## src/rtl/clk_mon_pkg.sv

```systemverilog
// Shared definitions for the clock period monitor: FSM state encoding and
// default sizing of the counter, lock threshold and synchronizer depth.
package clk_mon_pkg;
   localparam int DEF_CNT_W       = 16;
   localparam int DEF_LOCK_CNT    = 4;
   localparam int DEF_SYNC_STAGES = 2;

   typedef enum logic [1:0] {
      ST_IDLE    = 2'd0,
      ST_ARM     = 2'd1,
      ST_MEASURE = 2'd2,
      ST_FAULT   = 2'd3
   } state_e;
endpackage

```

## src/rtl/clk_period_monitor_if.sv

```systemverilog
// Control/result bus of the clock period monitor; the controller side is
// the master, the monitor itself is the slave.
interface clk_period_monitor_if
   import clk_mon_pkg::*;
#(
   parameter int CNT_W = DEF_CNT_W
);
   logic             start;
   logic             stop;
   logic [CNT_W-1:0] exp_period;
   logic [7:0]       tol;
   logic [CNT_W-1:0] period;
   logic             period_valid;
   logic             freq_ok;
   logic             locked;
   logic             timeout;
   logic             busy;

   modport master (
      output start, stop, exp_period, tol,
      input  period, period_valid, freq_ok, locked, timeout, busy
   );

   modport slave (
      input  start, stop, exp_period, tol,
      output period, period_valid, freq_ok, locked, timeout, busy
   );
endinterface

```

## src/rtl/sync_edge_det.sv

```systemverilog
// Multi-flop synchronizer for an asynchronous input followed by a one-flop
// rising-edge detector producing a single-cycle pulse in the mclk domain.
module sync_edge_det
   import clk_mon_pkg::*;
#(
   parameter int SYNC_STAGES = DEF_SYNC_STAGES
) (
   input  logic mclk,
   input  logic rst_n,
   input  logic async_in,
   output logic rise_pulse
);
   logic [SYNC_STAGES-1:0] sync_d, sync_q;
   logic                   prev_d, prev_q;

   always_comb begin
      sync_d = {sync_q[SYNC_STAGES-2:0], async_in};
      prev_d = sync_q[SYNC_STAGES-1];
   end

   always_ff @(posedge mclk) begin
      if (!rst_n) begin
         sync_q <= '0;
         prev_q <= 1'b0;
      end else begin
         sync_q <= sync_d;
         prev_q <= prev_d;
      end
   end

   assign rise_pulse = sync_q[SYNC_STAGES-1] & ~prev_q;
endmodule

```

## src/rtl/clk_period_monitor.sv

```systemverilog
// Measures the period of an asynchronous clock in mclk cycles, checks it
// against an expected value with tolerance, tracks lock and flags timeouts.
module clk_period_monitor
   import clk_mon_pkg::*;
#(
   parameter int CNT_W       = DEF_CNT_W,
   parameter int LOCK_CNT    = DEF_LOCK_CNT,
   parameter int SYNC_STAGES = DEF_SYNC_STAGES
) (
   input  logic mclk,
   input  logic rst_n,
   input  logic sig_in,
   clk_period_monitor_if.slave bus
);
   localparam int DIFF_W = CNT_W + 1;
   localparam int CMP_W  = (DIFF_W > 8) ? DIFF_W : 8;
   localparam int LOCK_W = $clog2(LOCK_CNT + 1);
   localparam logic [LOCK_W-1:0] LOCK_MAX = LOCK_W'(LOCK_CNT);
   localparam logic [CNT_W-1:0]  CNT_MAX  = '1;

   // Signed difference one bit wider than the counter so no wrap is possible.
   function automatic logic within_tol(input logic [CNT_W-1:0] meas,
                                       input logic [CNT_W-1:0] expct,
                                       input logic [7:0]       lim);
      logic signed [DIFF_W-1:0] diff;
      logic [DIFF_W-1:0]        mag;
      diff = $signed({1'b0, meas}) - $signed({1'b0, expct});
      mag  = diff[DIFF_W-1] ? DIFF_W'(-diff) : DIFF_W'(diff);
      return CMP_W'(mag) <= CMP_W'(lim);
   endfunction

   logic rise;

   sync_edge_det #(.SYNC_STAGES(SYNC_STAGES)) u_sync (
      .mclk      (mclk),
      .rst_n     (rst_n),
      .async_in  (sig_in),
      .rise_pulse(rise)
   );

   state_e             state_d, state_q;
   logic [CNT_W-1:0]   cnt_d, cnt_q;
   logic [LOCK_W-1:0]  lock_d, lock_q;
   logic [CNT_W-1:0]   exp_d, exp_q;
   logic [7:0]         tol_d, tol_q;
   logic [CNT_W-1:0]   period_d, period_q;
   logic               pvld_d, pvld_q;
   logic               freq_ok_d, freq_ok_q;
   logic               locked_d, locked_q;
   logic               timeout_d, timeout_q;
   logic               busy_d, busy_q;
   logic               meas_ok;

   always_comb begin
      state_d   = state_q;
      cnt_d     = cnt_q;
      lock_d    = lock_q;
      exp_d     = exp_q;
      tol_d     = tol_q;
      period_d  = period_q;
      pvld_d    = 1'b0;
      freq_ok_d = freq_ok_q;
      timeout_d = timeout_q;
      meas_ok   = within_tol(cnt_q, exp_q, tol_q);

      // stop overrides everything, including a simultaneous start
      if (bus.stop) begin
         state_d   = ST_IDLE;
         cnt_d     = '0;
         lock_d    = '0;
         timeout_d = 1'b0;
      end else begin
         case (state_q)
            ST_IDLE, ST_FAULT: begin
               if (bus.start) begin
                  state_d   = ST_ARM;
                  cnt_d     = '0;
                  exp_d     = bus.exp_period;
                  tol_d     = bus.tol;
                  timeout_d = 1'b0;
               end
            end
            ST_ARM, ST_MEASURE: begin
               if (rise) begin
                  state_d = ST_MEASURE;
                  cnt_d   = CNT_W'(1);
                  if (state_q == ST_MEASURE) begin
                     period_d  = cnt_q;
                     pvld_d    = 1'b1;
                     freq_ok_d = meas_ok;
                     if (!meas_ok)               lock_d = '0;
                     else if (lock_q != LOCK_MAX) lock_d = lock_q + 1'b1;
                  end
               end else if (cnt_q == CNT_MAX) begin
                  state_d   = ST_FAULT;
                  timeout_d = 1'b1;
                  lock_d    = '0;
               end else begin
                  cnt_d = cnt_q + 1'b1;
               end
            end
            default: state_d = ST_IDLE;
         endcase
      end

      locked_d = (lock_d == LOCK_MAX);
      busy_d   = (state_d != ST_IDLE);
   end

   always_ff @(posedge mclk) begin
      if (!rst_n) begin
         state_q   <= ST_IDLE;
         cnt_q     <= '0;
         lock_q    <= '0;
         exp_q     <= '0;
         tol_q     <= '0;
         period_q  <= '0;
         pvld_q    <= 1'b0;
         freq_ok_q <= 1'b0;
         locked_q  <= 1'b0;
         timeout_q <= 1'b0;
         busy_q    <= 1'b0;
      end else begin
         state_q   <= state_d;
         cnt_q     <= cnt_d;
         lock_q    <= lock_d;
         exp_q     <= exp_d;
         tol_q     <= tol_d;
         period_q  <= period_d;
         pvld_q    <= pvld_d;
         freq_ok_q <= freq_ok_d;
         locked_q  <= locked_d;
         timeout_q <= timeout_d;
         busy_q    <= busy_d;
      end
   end

   assign bus.period       = period_q;
   assign bus.period_valid = pvld_q;
   assign bus.freq_ok      = freq_ok_q;
   assign bus.locked       = locked_q;
   assign bus.timeout      = timeout_q;
   assign bus.busy         = busy_q;
endmodule

```

## src/flat_wrapper.sv

```systemverilog
// flat-port wrapper written by rule: the top's interface ports become plain ports
module clk_period_monitor_flat import clk_mon_pkg::*;
#(
   parameter int CNT_W       = DEF_CNT_W,
   parameter int LOCK_CNT    = DEF_LOCK_CNT,
   parameter int SYNC_STAGES = DEF_SYNC_STAGES
)
  (mclk, rst_n, sig_in, bus_start, bus_stop, bus_exp_period, bus_tol, bus_period, bus_period_valid, bus_freq_ok, bus_locked, bus_timeout, bus_busy);
  clk_period_monitor_if #(.CNT_W(CNT_W)) bus_i ();
  input  logic mclk;
  input  logic rst_n;
  input  logic sig_in;
  input wire logic [$bits(bus_i.start)-1:0] bus_start;
  input wire logic [$bits(bus_i.stop)-1:0] bus_stop;
  input wire logic [$bits(bus_i.exp_period)-1:0] bus_exp_period;
  input wire logic [$bits(bus_i.tol)-1:0] bus_tol;
  output wire logic [$bits(bus_i.period)-1:0] bus_period;
  output wire logic [$bits(bus_i.period_valid)-1:0] bus_period_valid;
  output wire logic [$bits(bus_i.freq_ok)-1:0] bus_freq_ok;
  output wire logic [$bits(bus_i.locked)-1:0] bus_locked;
  output wire logic [$bits(bus_i.timeout)-1:0] bus_timeout;
  output wire logic [$bits(bus_i.busy)-1:0] bus_busy;
  assign bus_i.start = bus_start;
  assign bus_i.stop = bus_stop;
  assign bus_i.exp_period = bus_exp_period;
  assign bus_i.tol = bus_tol;
  assign bus_period = bus_i.period;
  assign bus_period_valid = bus_i.period_valid;
  assign bus_freq_ok = bus_i.freq_ok;
  assign bus_locked = bus_i.locked;
  assign bus_timeout = bus_i.timeout;
  assign bus_busy = bus_i.busy;
  clk_period_monitor #(.CNT_W(CNT_W), .LOCK_CNT(LOCK_CNT), .SYNC_STAGES(SYNC_STAGES)) u_core (.mclk(mclk), .rst_n(rst_n), .sig_in(sig_in), .bus(bus_i));
endmodule
```

## config.mk

```make
export PLATFORM = sky130hd
export DESIGN_NAME = clk_period_monitor_flat
export DESIGN_NICKNAME = d
export VERILOG_FILES = /design/src/rtl/clk_mon_pkg.sv /design/src/rtl/clk_period_monitor_if.sv /design/src/rtl/sync_edge_det.sv /design/src/rtl/clk_period_monitor.sv /design/src/flat_wrapper.sv
export SDC_FILE = /design/constraint.sdc
export NUM_CORES = 1
export LEC_CHECK = 0
export CORE_UTILIZATION = 50
export DETAILED_ROUTE_END_ITERATION = 16
export PLACE_DENSITY = 0.72
export SLEW_MARGIN = 20
export SYNTH_ARGS = -nofsm -noshare
export SYNTH_HDL_FRONTEND = slang
export SYNTH_SLANG_ARGS = --single-unit
export TNS_END_PERCENT = 5
```

## constraint.sdc

```tcl
create_clock -name mclk -period 10.9 [get_ports mclk]
set_clock_uncertainty 0.15 [all_clocks]
set_input_delay 1.09 -clock mclk [delete_from_list [all_inputs] [get_ports mclk]]
set_output_delay 1.09 -clock mclk [all_outputs]
set_load 0.01 [all_outputs]
```

==> metrics.csv, run 1 <==
metric;value;unit
crit_fanout;7;
grt_overflow;0;
cp_slowest_cell;o21ai_0;
cts.clk_slew.worst_paths;0.08;ns
yosysWarnings;0;
diodes;0;
ctsResizeCount;0;
setup_viol;0;
slew_viol_final;0;
numCtsBuffers;9;
rsz0062_at_grt;false;
cts_hold_buf;0;
layout-drive-gt1-share;7.389;%
synth_top_area_share;31.29;%
cp-end-kind;flop;
grt_util_all_layers;25.96;%
drc_errors;0;
status;finished, final reports clean;
cts_setup_buffers;0;
firstDrtPassIters;5;
sw_frac_of_total;31.80;%
clock_latency;0.36;ns
grt_max_degree;50;
antenna_found_initial;0;
first_global_vias;3755;
yosysSeqAreaShare;31.29;%
max_slew_margin;48.87;%
syn_inst;564;
p_switching;0.2080;mW
p_per_area;126.8;nW/um^2
worstMarginPinSlew;0.7661;ns
path_cells;inv_1 -> ha_1 -> fa_1 -> nor2b_4 -> o2111ai_4 -> a311oi_2 -> a311oi_4 -> o21ai_0 -> nor2_1 -> a21oi_1 -> ha_1 -> nor2b_1 -> o21ai_0 -> a21oi_1 -> nor2_1 -> a21oi_1 -> a221oi_1 -> and3_1 -> o2111ai_2 -> a211oi_2;
power_leakage;1.938;nW
gp_congestion;0.9197;
critical_path_class;flop to flop;
areaGrowthSynthToFinish;16.89;%
cts_buffer_depth;2;
synth_top_area_cell;dfxtp_1;
finalCritPeriodShare;41.47;%
port_buffers;49;
syn-cell-area;4414;sq um
cts.sinks;69;
pin_count;50;
hp-class;flop to flop;
h-tree-depth;3;
clockRootBuffer;clkbuf_8;
fin_area;5160;sq um
slowest_delay;0.48;ns
cp_common_cell;a21oi_1;
max_freq;221.2;MHz
drv_cap;0;
synth.area.top_cells;dfxtp_1 (31%), nand2_1 (9.4%), ha_1 (8.2%);
finalHoldViolations;0;
start_util;52.66;%
num_vias;4072;
worstPathArrival;4.66;ns
first_iter_violations;185;
dp_hpwl;8.310;mm
wire_per_inst;15.50;microns
power.internal;0.4461;mW
wirelength;11.07;mm
period_minus_slack;4.520;ns
synth_edf_count;0;
via_per_inst;5.703;
synth_nets;623;
die_area;9208;sq um
grt_pass1_wl;18.20;mm
async_flop_share;0;%
row_count;33;
clock_power_share;34.2;%
ys_ff_latch;69;
core;8382;sq um
drt.antenna.violating_nets;0;
place_area;4960;sq um
hold-worst-slack;0.3073;ns
p_seq_share;39.7;%
synth_flop_cell;dfxtp_1;
start_kind;flop;
fp.dieW;95.96;microns
syn_area_per_cell;7.827;sq um
die_height;95.96;microns
comb_power_share;26.1;%
nets;663;
netlist-cell-type-count;65;
finalSetupTns;0;ns
worstPathRequired;11.04;ns
cts_tree;built;
ir_drop;81.46;uV
-- cell usage after synthesis, types with 3 or more instances --
cell type	count
a211oi_1	6
a21boi_0	43
a21o_1	8
a21oi_1	18
a31oi_1	3
and2_1	8
and3_1	5
clkbuf_1	18
dfxtp_1	69
ha_1	29
inv_1	33
nand2_1	110
nand2b_1	5
nand3_1	22
nand4_1	5
nor2_1	37
nor2b_1	11
nor3_1	14
o2111ai_1	4
o21ai_0	20
o21bai_1	3
o22ai_1	4
o41ai_1	4
or2_2	9
or3_1	4
xnor2_1	15
xor2_1	13
-- worst paths after layout --
| kind | cells after the start | endpoint | start | slack (ns) |
|---|---|---|---|---|
| setup / recovery | 20 | u_core.bus.locked | u_core.cnt_q[0] | 6.38 |
| hold / removal | 2 | u_core.bus.timeout | u_core.bus.timeout | 0.31 |
| setup reg to reg | 20 | u_core.bus.locked | u_core.cnt_q[0] | 6.38 |
| hold reg to reg | 2 | u_core.bus.timeout | u_core.bus.timeout | 0.31 |
-- kinds of logic after synthesis --
logic type	count (synthesis)	synth area share, %
AOI/OAI and AO/OA	139	23.87
adders and majority gates	30	8.674
xor gates and xnor gates	28	5.556
and+or+nand+nor	243	25.68
buffers and inverters	55	4.932
DFF	69	31.29
-- power by group through the flow --
stage                     logic [mW]  registers, mW  clock network (mW)
after floorplan                0.129          0.265                   0
after global placement         0.166          0.266                   0
after detailed placement       0.169          0.266                   0
after CTS                      0.170          0.260               0.226
after global routing           0.191          0.260               0.236
final                          0.171          0.260               0.224
-- flip-flops by register name (all words and copies together), names as in the netlist, 2 cells and up --
name	cells
u_core.bus.period	16
u_core.cnt_q	16
u_core.exp_q	16
u_core.lock_q	3
u_core.state_q	2
u_core.tol_q	8
u_core.u_sync.sync_q	2
-- critical path, delay by kind of cell (launching register included) --
kind                       cells  cell delay (ns)
buffers and inverters          1             0.10
DFF                            1             0.44
adders and majority gates      3             0.91
AOI/OAI and AO/OA             11             2.09
and+or+nand+nor                5             0.74
-- stage by stage --
| stage | cells | util [%] | total power [mW] | setup slack (ns) |
|---|---|---|---|---|
| floorplan | 564 | - | 0.3938 | 6.872 |
| global placement | 698 | 59.14 | 0.4320 | 6.566 |
| detailed placement | 698 | 59.17 | 0.4343 | 6.399 |
| CTS | 714 | 61.56 | 0.6557 | 6.361 |
| global route | 714 | 61.56 | 0.6882 | 6.060 |
| finish | 714 | 61.56 | 0.6541 | 6.380 |
-- layout by cell type (no fill, tap or decap), types with 9 or more instances in the layout --
cell type,n
nand2_1,110
dfxtp_1,69
clkdlybuf4s50_1,49
a21boi_0,43
nor2_1,36
inv_1,33
ha_1,29
nand3_1,22
o21ai_0,20
a21oi_1,18
xnor2_1,15
nor3_1,14
xor2_1,13
nor2b_1,11
clkbuf_8,10
or2_2,9
-- layer usage --
layer	track usage (%)	up-vias	wire, microns
li1	-	2041	-
met1	35.10	1898	5312
met2	42.14	115	5088
met3	3.712	18	480
met4	9.080	0	185
met5	0	-	0
-- cell type report --
| cell class | instances | area, sq um |
|---|---|---|
| Fill cell | 794 | 3222 |
| Multi-Input combinational cell | 440 | 2818 |
| Sequential cell | 69 | 1381 |
| Timing Repair Buffer | 51 | 505.5 |
| Clock buffer | 11 | 141.4 |
| Tap cell | 105 | 131.4 |
| Inverter | 33 | 123.9 |
| Clock inverter | 5 | 58.81 |
No activity file was read; power rests on OpenSTA's default activity.
==> inputs of run 2 (changes only) <==
--- a/config.mk
+++ b/config.mk
@@ -7,7 +7,7 @@
 export LEC_CHECK = 0
 export CORE_UTILIZATION = 50
 export DETAILED_ROUTE_END_ITERATION = 16
-export PLACE_DENSITY = 0.72
+export PLACE_DENSITY = 0.75
 export SLEW_MARGIN = 20
 export SYNTH_ARGS = -nofsm -noshare
 export SYNTH_HDL_FRONTEND = slang
==> constraint.sdc (replaced) <==
create_clock -name mclk -period 3.6 [get_ports mclk]
set_clock_uncertainty 0.15 [all_clocks]
set_input_delay 0.36 -clock mclk [delete_from_list [all_inputs] [get_ports mclk]]
set_output_delay 0.36 -clock mclk [all_outputs]
set_load 0.01 [all_outputs]
==> run 2 against run 1 <==
Effect of this change: the flow now finishes with violations (setup timing); highest routed layer unchanged; design area up 9.5%; critical path type unchanged; sequential power rose to 3.0 times the previous value; die area stayed put.
==> metrics.csv, run 2 (synthesis gave the netlist of run 1 again) <==
metric;value;unit
cts.clk_slew.worst_paths;0.08;ns
finalCritPeriodShare;109.8;%
fillCellCount;693;
mostFrequentLayoutCell;nand2_1;
wirelength;11.88;mm
final_cell_mix;nand2_1 (109), dfxtp_1 (68), buf_4 (60);
critical_path_class;flop to flop;
die_area;9208;sq um
hp-class;flop to flop;
drc_errors;0;
diodes;0;
antenna_found_initial;0;
status;finished with violations;
start_kind;flop;
finalSetupTns;-1.480;ns
r2r_slack;-0.35;ns
drt.antenna.violating_nets;0;
final_util;67.38;%
clockRootBuffer;clkbuf_8;
grt_overflow;0;
cts_hold_buf;0;
slew_viol_final;0;
gp_congestion;0.9349;
wire_per_inst;15.37;microns
grt_max_degree;50;
port_buffers;49;
dp_hpwl;8.621;mm
crit_fanout;5;
num_vias;4361;
first_global_vias;3995;
h-tree-depth;3;
areaGrowthSynthToFinish;27.95;%
p_per_area;358.2;nW/um^2
max_freq;252.9;MHz
grt_util_all_layers;27.35;%
drv_cap;0;
cts.sinks;69;
firstDrtPassIters;6;
core;8382;sq um
nets;722;
setup_viol;5;
pin_count;50;
setup_slack;-0.3538;ns
start_util;52.66;%
grt_pass1_wl;19.16;mm
cts_tree;built;
cts_buffer_depth;2;
rsz0062_at_grt;true;
fp.dieW;95.96;microns
worstPathArrival;4.10;ns
layout-drive-gt1-share;17.37;%
violations;setup timing;
row_count;33;
finalHoldViolations;0;
ir_drop;223.1;uV
cp-end-kind;flop;
worstPathRequired;3.74;ns
clock_latency;0.37;ns
power_leakage;2.224;nW
via_per_inst;5.642;
post-place-ws;-0.4907;ns
worstMarginPinSlew;0.7443;ns
die_height;95.96;microns
period_minus_slack;3.954;ns
numCtsBuffers;9;
first_iter_violations;254;
max_slew_margin;50.00;%
## run 2: changes by cell type in the layout (fill, tap and decap cells not counted), sizes merged
cell	before	now
buf	2	61
clkbuf	11	9
clkinvlp	2	3
clkinv	1	3
bufinv	1	0
## run 2: per-layer routing
layer / vias up / wire length (microns) / track usage, %
met3: 34 / 625 / 3.160
li1: 2155 / - / -
met5: - / 0 / 0
met4: 0 / 367 / 11.94
met1: 2028 / 5560 / 37.28
met2: 144 / 5330 / 43.45
## run 2: final timing paths
| kind | from | end | cells after the start |
|---|---|---|---|
| max | u_core.cnt_q[0] | u_core.bus.locked | 20 |
| min | u_core.bus.timeout | u_core.bus.timeout | 2 |
| max reg2reg | u_core.cnt_q[0] | u_core.bus.locked | 20 |
| min reg2reg | u_core.bus.timeout | u_core.bus.timeout | 2 |
## run 2: repair_timing
item | CTS | global route
setup endpoints to repair | 5 | 5
pin swaps | 14 | 7
setup buffers | 2 | 1
resized for setup | 12 | 4
## run 2: cell type report
cell class | instances | area [sq um] | share of cell area (%)
multi-input combinational | 440 | 2884 | 51.06
tap | 105 | 131.4 | 2.326
inverter | 33 | 123.9 | 2.193
timing repair buffer | 110 | 952.2 | 16.86
sequential | 69 | 1383 | 24.48
clock inverter | 7 | 50.05 | 0.8861
clock buffer | 9 | 123.9 | 2.193
## run 2: stage by stage
stage	hold WS, ns	instance area [sq um]	power, mW	cells
final	0.3046	5648	2.023	773
after global routing	0.3295	5648	2.114	773
after CTS	0.3095	5615	1.997	772
after detailed placement	0.2890	5388	1.386	754
after global placement	0.2841	5388	1.364	754
after floorplan	0.2619	4424	1.197	564
## run 2: where the power goes
part | switching, mW | internal [mW] | total (mW)
Combinational | 0.340 | 0.309 | 0.648
Clock | 0.338 | 0.250 | 0.588
Sequential | 0.00822 | 0.778 | 0.786
## run 2: worst max-delay path, stage by stage (launching register included)
cell	delay, ns
dfxtp_2	0.34
inv_2	0.04
ha_4	0.15
fa_2	0.36
nor2b_4	0.16
buf_4	0.12
o22ai_1	0.08
xnor2_1	0.16
or3_1	0.44
nor3_2	0.21
nor2_1	0.09
xor2_1	0.17
ha_1	0.35
nand3_2	0.10
a21oi_1	0.04
nor2_1	0.11
a21oi_2	0.08
a221oi_2	0.17
and3_4	0.26
o2111ai_4	0.11
a211oi_2	0.19
==> inputs of run 3 (changes only) <==
--- a/config.mk
+++ b/config.mk
@@ -11,5 +11,6 @@
 export SLEW_MARGIN = 20
 export SYNTH_ARGS = -nofsm -noshare
 export SYNTH_HDL_FRONTEND = slang
+export SYNTH_HIERARCHICAL = 1
 export SYNTH_SLANG_ARGS = --single-unit
 export TNS_END_PERCENT = 5
==> run 3 against run 2 <==
Effect of this change: the run still ends with setup timing left; worst setup slack lost 0.29 ns; synthesized cell count shrank 0.18%; via count shrank 0.41%; design area grew 2.3%; critical path type unchanged; critical endpoint is now u_core/bus.locked; largest power group unchanged.
==> metrics.csv, run 3 <==
metric;value;unit
syn_inst;563;
synth_flop_cell;dfxtp_1;
setup_viol;5;
hold_depth;1;
synth_top_area_share;30.89;%
worst-path-buf-inv;2;
grt_max_degree;47;
yosysWarnings;6;
path_cells;inv_1 -> ha_1 -> a21oi_1 -> nor2_1 -> a211oi_2 -> buf_4 -> a21boi_4 -> a21o_4 -> nor2_1 -> a21oi_1 -> ha_1 -> nor2b_1 -> o21a_1 -> o21a_1 -> o21ai_2 -> nand2b_1 -> a21oi_1 -> nor3_1 -> nor4b_2 -> o2111ai_2 -> a311o_1 -> a211oi_2;
wirelength;11.52;mm
power.internal;1.488;mW
layout-drive-gt1-share;19.12;%
cp_slowest_cell;a311o_1;
cts_buffer_depth;2;
synth_top_family_by_area;compound AO/OA/AOI/OAI gates;
cp.depth;22;
status;finished with violations;
worstMarginPinSlew;0.6946;ns
via_per_inst;5.511;
setup_slack;-0.6435;ns
die_area;9326;sq um
slew_viol_final;0;
power;2.102;mW
synth.top_cells.by_count;nand2_1 (120), dfxtp_1 (69), a21boi_0 (40), nor2_1 (40), inv_1 (34);
finalSetupTns;-2.833;ns
slowest_delay;0.35;ns
wire_per_inst;14.62;microns
synthSimpleGateAreaFrac;23.42;%
diodes;0;
async_flop_share;0;%
r2r-start;u_core/exp_q[9];
reg2reg_depth;22;
max_freq;235.7;MHz
clock_latency;0.35;ns
synth_xor_area_share;5.260;%
yosysMostFrequentCell;nand2_1;
finalCritPeriodShare;117.9;%
synth_top_area_cell;dfxtp_1;
dp_hpwl;8.918;mm
row_count;34;
drv_cap;0;
synth.area.top_cells;dfxtp_1 (31%), nand2_1 (10%), ha_1 (8.4%);
syn-cell-area;4472;sq um
min_to;u_core/u_sync/sync_q[1];
critical_path_class;flop to flop;
fp.dieW;96.57;microns
sw_frac_of_total;29.21;%
die_height;96.57;microns
max_slew_margin;53.56;%
ys_ff_latch;69;
min-delay-start;u_core/u_sync/sync_q[0];
hp-class;flop to flop;
mostFrequentLayoutCell;nand2_1;
netlist-cell-type-count;72;
nets;735;
grt_overflow;0;
r2r_slack;-0.64;ns
firstDrtPassIters;4;
num_vias;4343;
grt_util_all_layers;26.91;%
grt_pass1_wl;19.18;mm
numCtsBuffers;9;
r2r_end;u_core/bus.locked;
crit_fanout;4;
finalHoldViolations;0;
h-tree-depth;3;
cts.clk_slew.worst_paths;0.08;ns
first_global_vias;4123;
pin_count;50;
start_kind;flop;
cp_common_cell;a21oi_1;
core;8678;sq um
clock_power_share;34.1;%
drc_errors;0;
p_seq_share;37.4;%
port_buffers;49;
gp_congestion;0.9281;
crit_family;compound AO/OA/AOI/OAI gates;
comb_power_share;28.6;%
cts_hold_buf;0;
final_cell_mix;nand2_1 (120), buf_4 (75), dfxtp_1 (68);
cts.sinks;69;
syn_area_per_cell;7.943;sq um
ir_drop;208.2;uV
start_util;51.53;%
antenna_found_initial;0;
cp-end-kind;flop;
synth-compound-area-share;24.57;%
synth_nets;623;
drt.antenna.violating_nets;0;
first_iter_violations;132;
p_switching;0.6141;mW
p_per_area;363.8;nW/um^2
period_minus_slack;4.243;ns
synth_edf_count;0;
worstPathRequired;3.72;ns
synthAdderAreaFrac;8.842;%
yosysSeqAreaShare;30.89;%
areaGrowthSynthToFinish;29.24;%
worstPathArrival;4.36;ns
synthMuxAreaShare;0.6715;%
power_leakage;2.349;nW
rsz0062_at_grt;true;
clockRootBuffer;clkbuf_8;
violations;setup timing;
cts_tree;built;
-- run 3: worst register-to-register path, stage by stage (launching register included) --
cell       delay (ns)
dfxtp_1          0.34
inv_1            0.06
ha_1             0.32
a21oi_1          0.24
nor2_1           0.08
a211oi_2         0.20
buf_4            0.16
a21boi_4         0.05
a21o_4           0.22
nor2_1           0.08
a21oi_1          0.05
ha_1             0.30
nor2b_1          0.14
o21a_1           0.16
o21a_1           0.17
o21ai_2          0.12
nand2b_1         0.08
a21oi_1          0.12
nor3_1           0.06
nor4b_2          0.31
o2111ai_2        0.24
a311o_1          0.36
a211oi_2         0.14
-- run 3: per-layer routing --
layer	part of all wire [%]	track usage (%)	up-vias
li1	-	-	2169
met2	48	46.24	97
met5	0	0	-
met1	45	32.89	2042
met3	3.4	5.477	35
met4	3.4	10.42	0
-- run 3: area by class of cell --
| cell class | count | area [sq um] |
|---|---|---|
| well taps | 108 | 135.1 |
| multi-input cells | 437 | 2853 |
| fillers | 717 | 2899 |
| flip-flops and latches | 69 | 1385 |
| clock inverters | 5 | 83.83 |
| clock buffers | 11 | 141.4 |
| inverters | 34 | 127.6 |
| repair buffers | 124 | 1054 |
-- run 3: per-stage QoR --
| step | hold WS, ns | cells | utilization, % | worst slack, ns | cell area [sq um] |
|---|---|---|---|---|---|
| after floorplan | 0.2557 | 563 | - | -0.5279 | 4506 |
| after detailed placement | 0.2701 | 772 | 63.81 | -0.7038 | 5538 |
| after CTS | 0.2801 | 788 | 66.48 | -0.6798 | 5769 |
| final | 0.2771 | 788 | 66.59 | -0.6435 | 5779 |
| after global routing | 0.3080 | 788 | 66.59 | -0.9089 | 5779 |
| after global placement | 0.2705 | 772 | 63.81 | -0.4833 | 5538 |
-- run 3: how the worst max path moves through the flow --
| stage | startpoint | slack, ns | endpoint |
|---|---|---|---|
| 2_1_floorplan | u_core/cnt_q[0] | -0.53 | u_core/bus.locked |
| 3_3_place_gp | u_core/cnt_q[0] | -0.48 | u_core/bus.locked |
| 3_5_place_dp | u_core/cnt_q[0] | -0.70 | u_core/bus.locked |
| 4_1_cts | u_core/cnt_q[0] | -0.68 | u_core/bus.locked |
| 5_1_grt | u_core/cnt_q[0] | -0.91 | u_core/bus.locked |
| 6_report | u_core/exp_q[9] | -0.64 | u_core/bus.locked |
-- run 3: kinds of logic (layout without fill, tap and decap cells) --
kind of cell    count (synthesis)  after routing
flops                          69             69
buf+inv                        57            174
fa+ha+maj                      31             31
simple gates                  228            228
xor+xnor                       26             26
mux                             3              3
compound gates                149            149
-- run 3: power by group through the flow --
stage | sequential [mW] | clock (mW) | combinational, mW
2_1_floorplan | 0.802 | 0 | 0.399
3_3_place_gp | 0.802 | 0 | 0.571
3_5_place_dp | 0.803 | 0 | 0.585
4_1_cts | 0.786 | 0.731 | 0.591
5_1_grt | 0.788 | 0.763 | 0.666
6_report | 0.785 | 0.716 | 0.601
-- run 3: timing repair --
item / CTS / global route
buffers inserted: 0 / 0
endpoints found under the setup margin: 5 / 5
gates resized for setup: 1 / 2
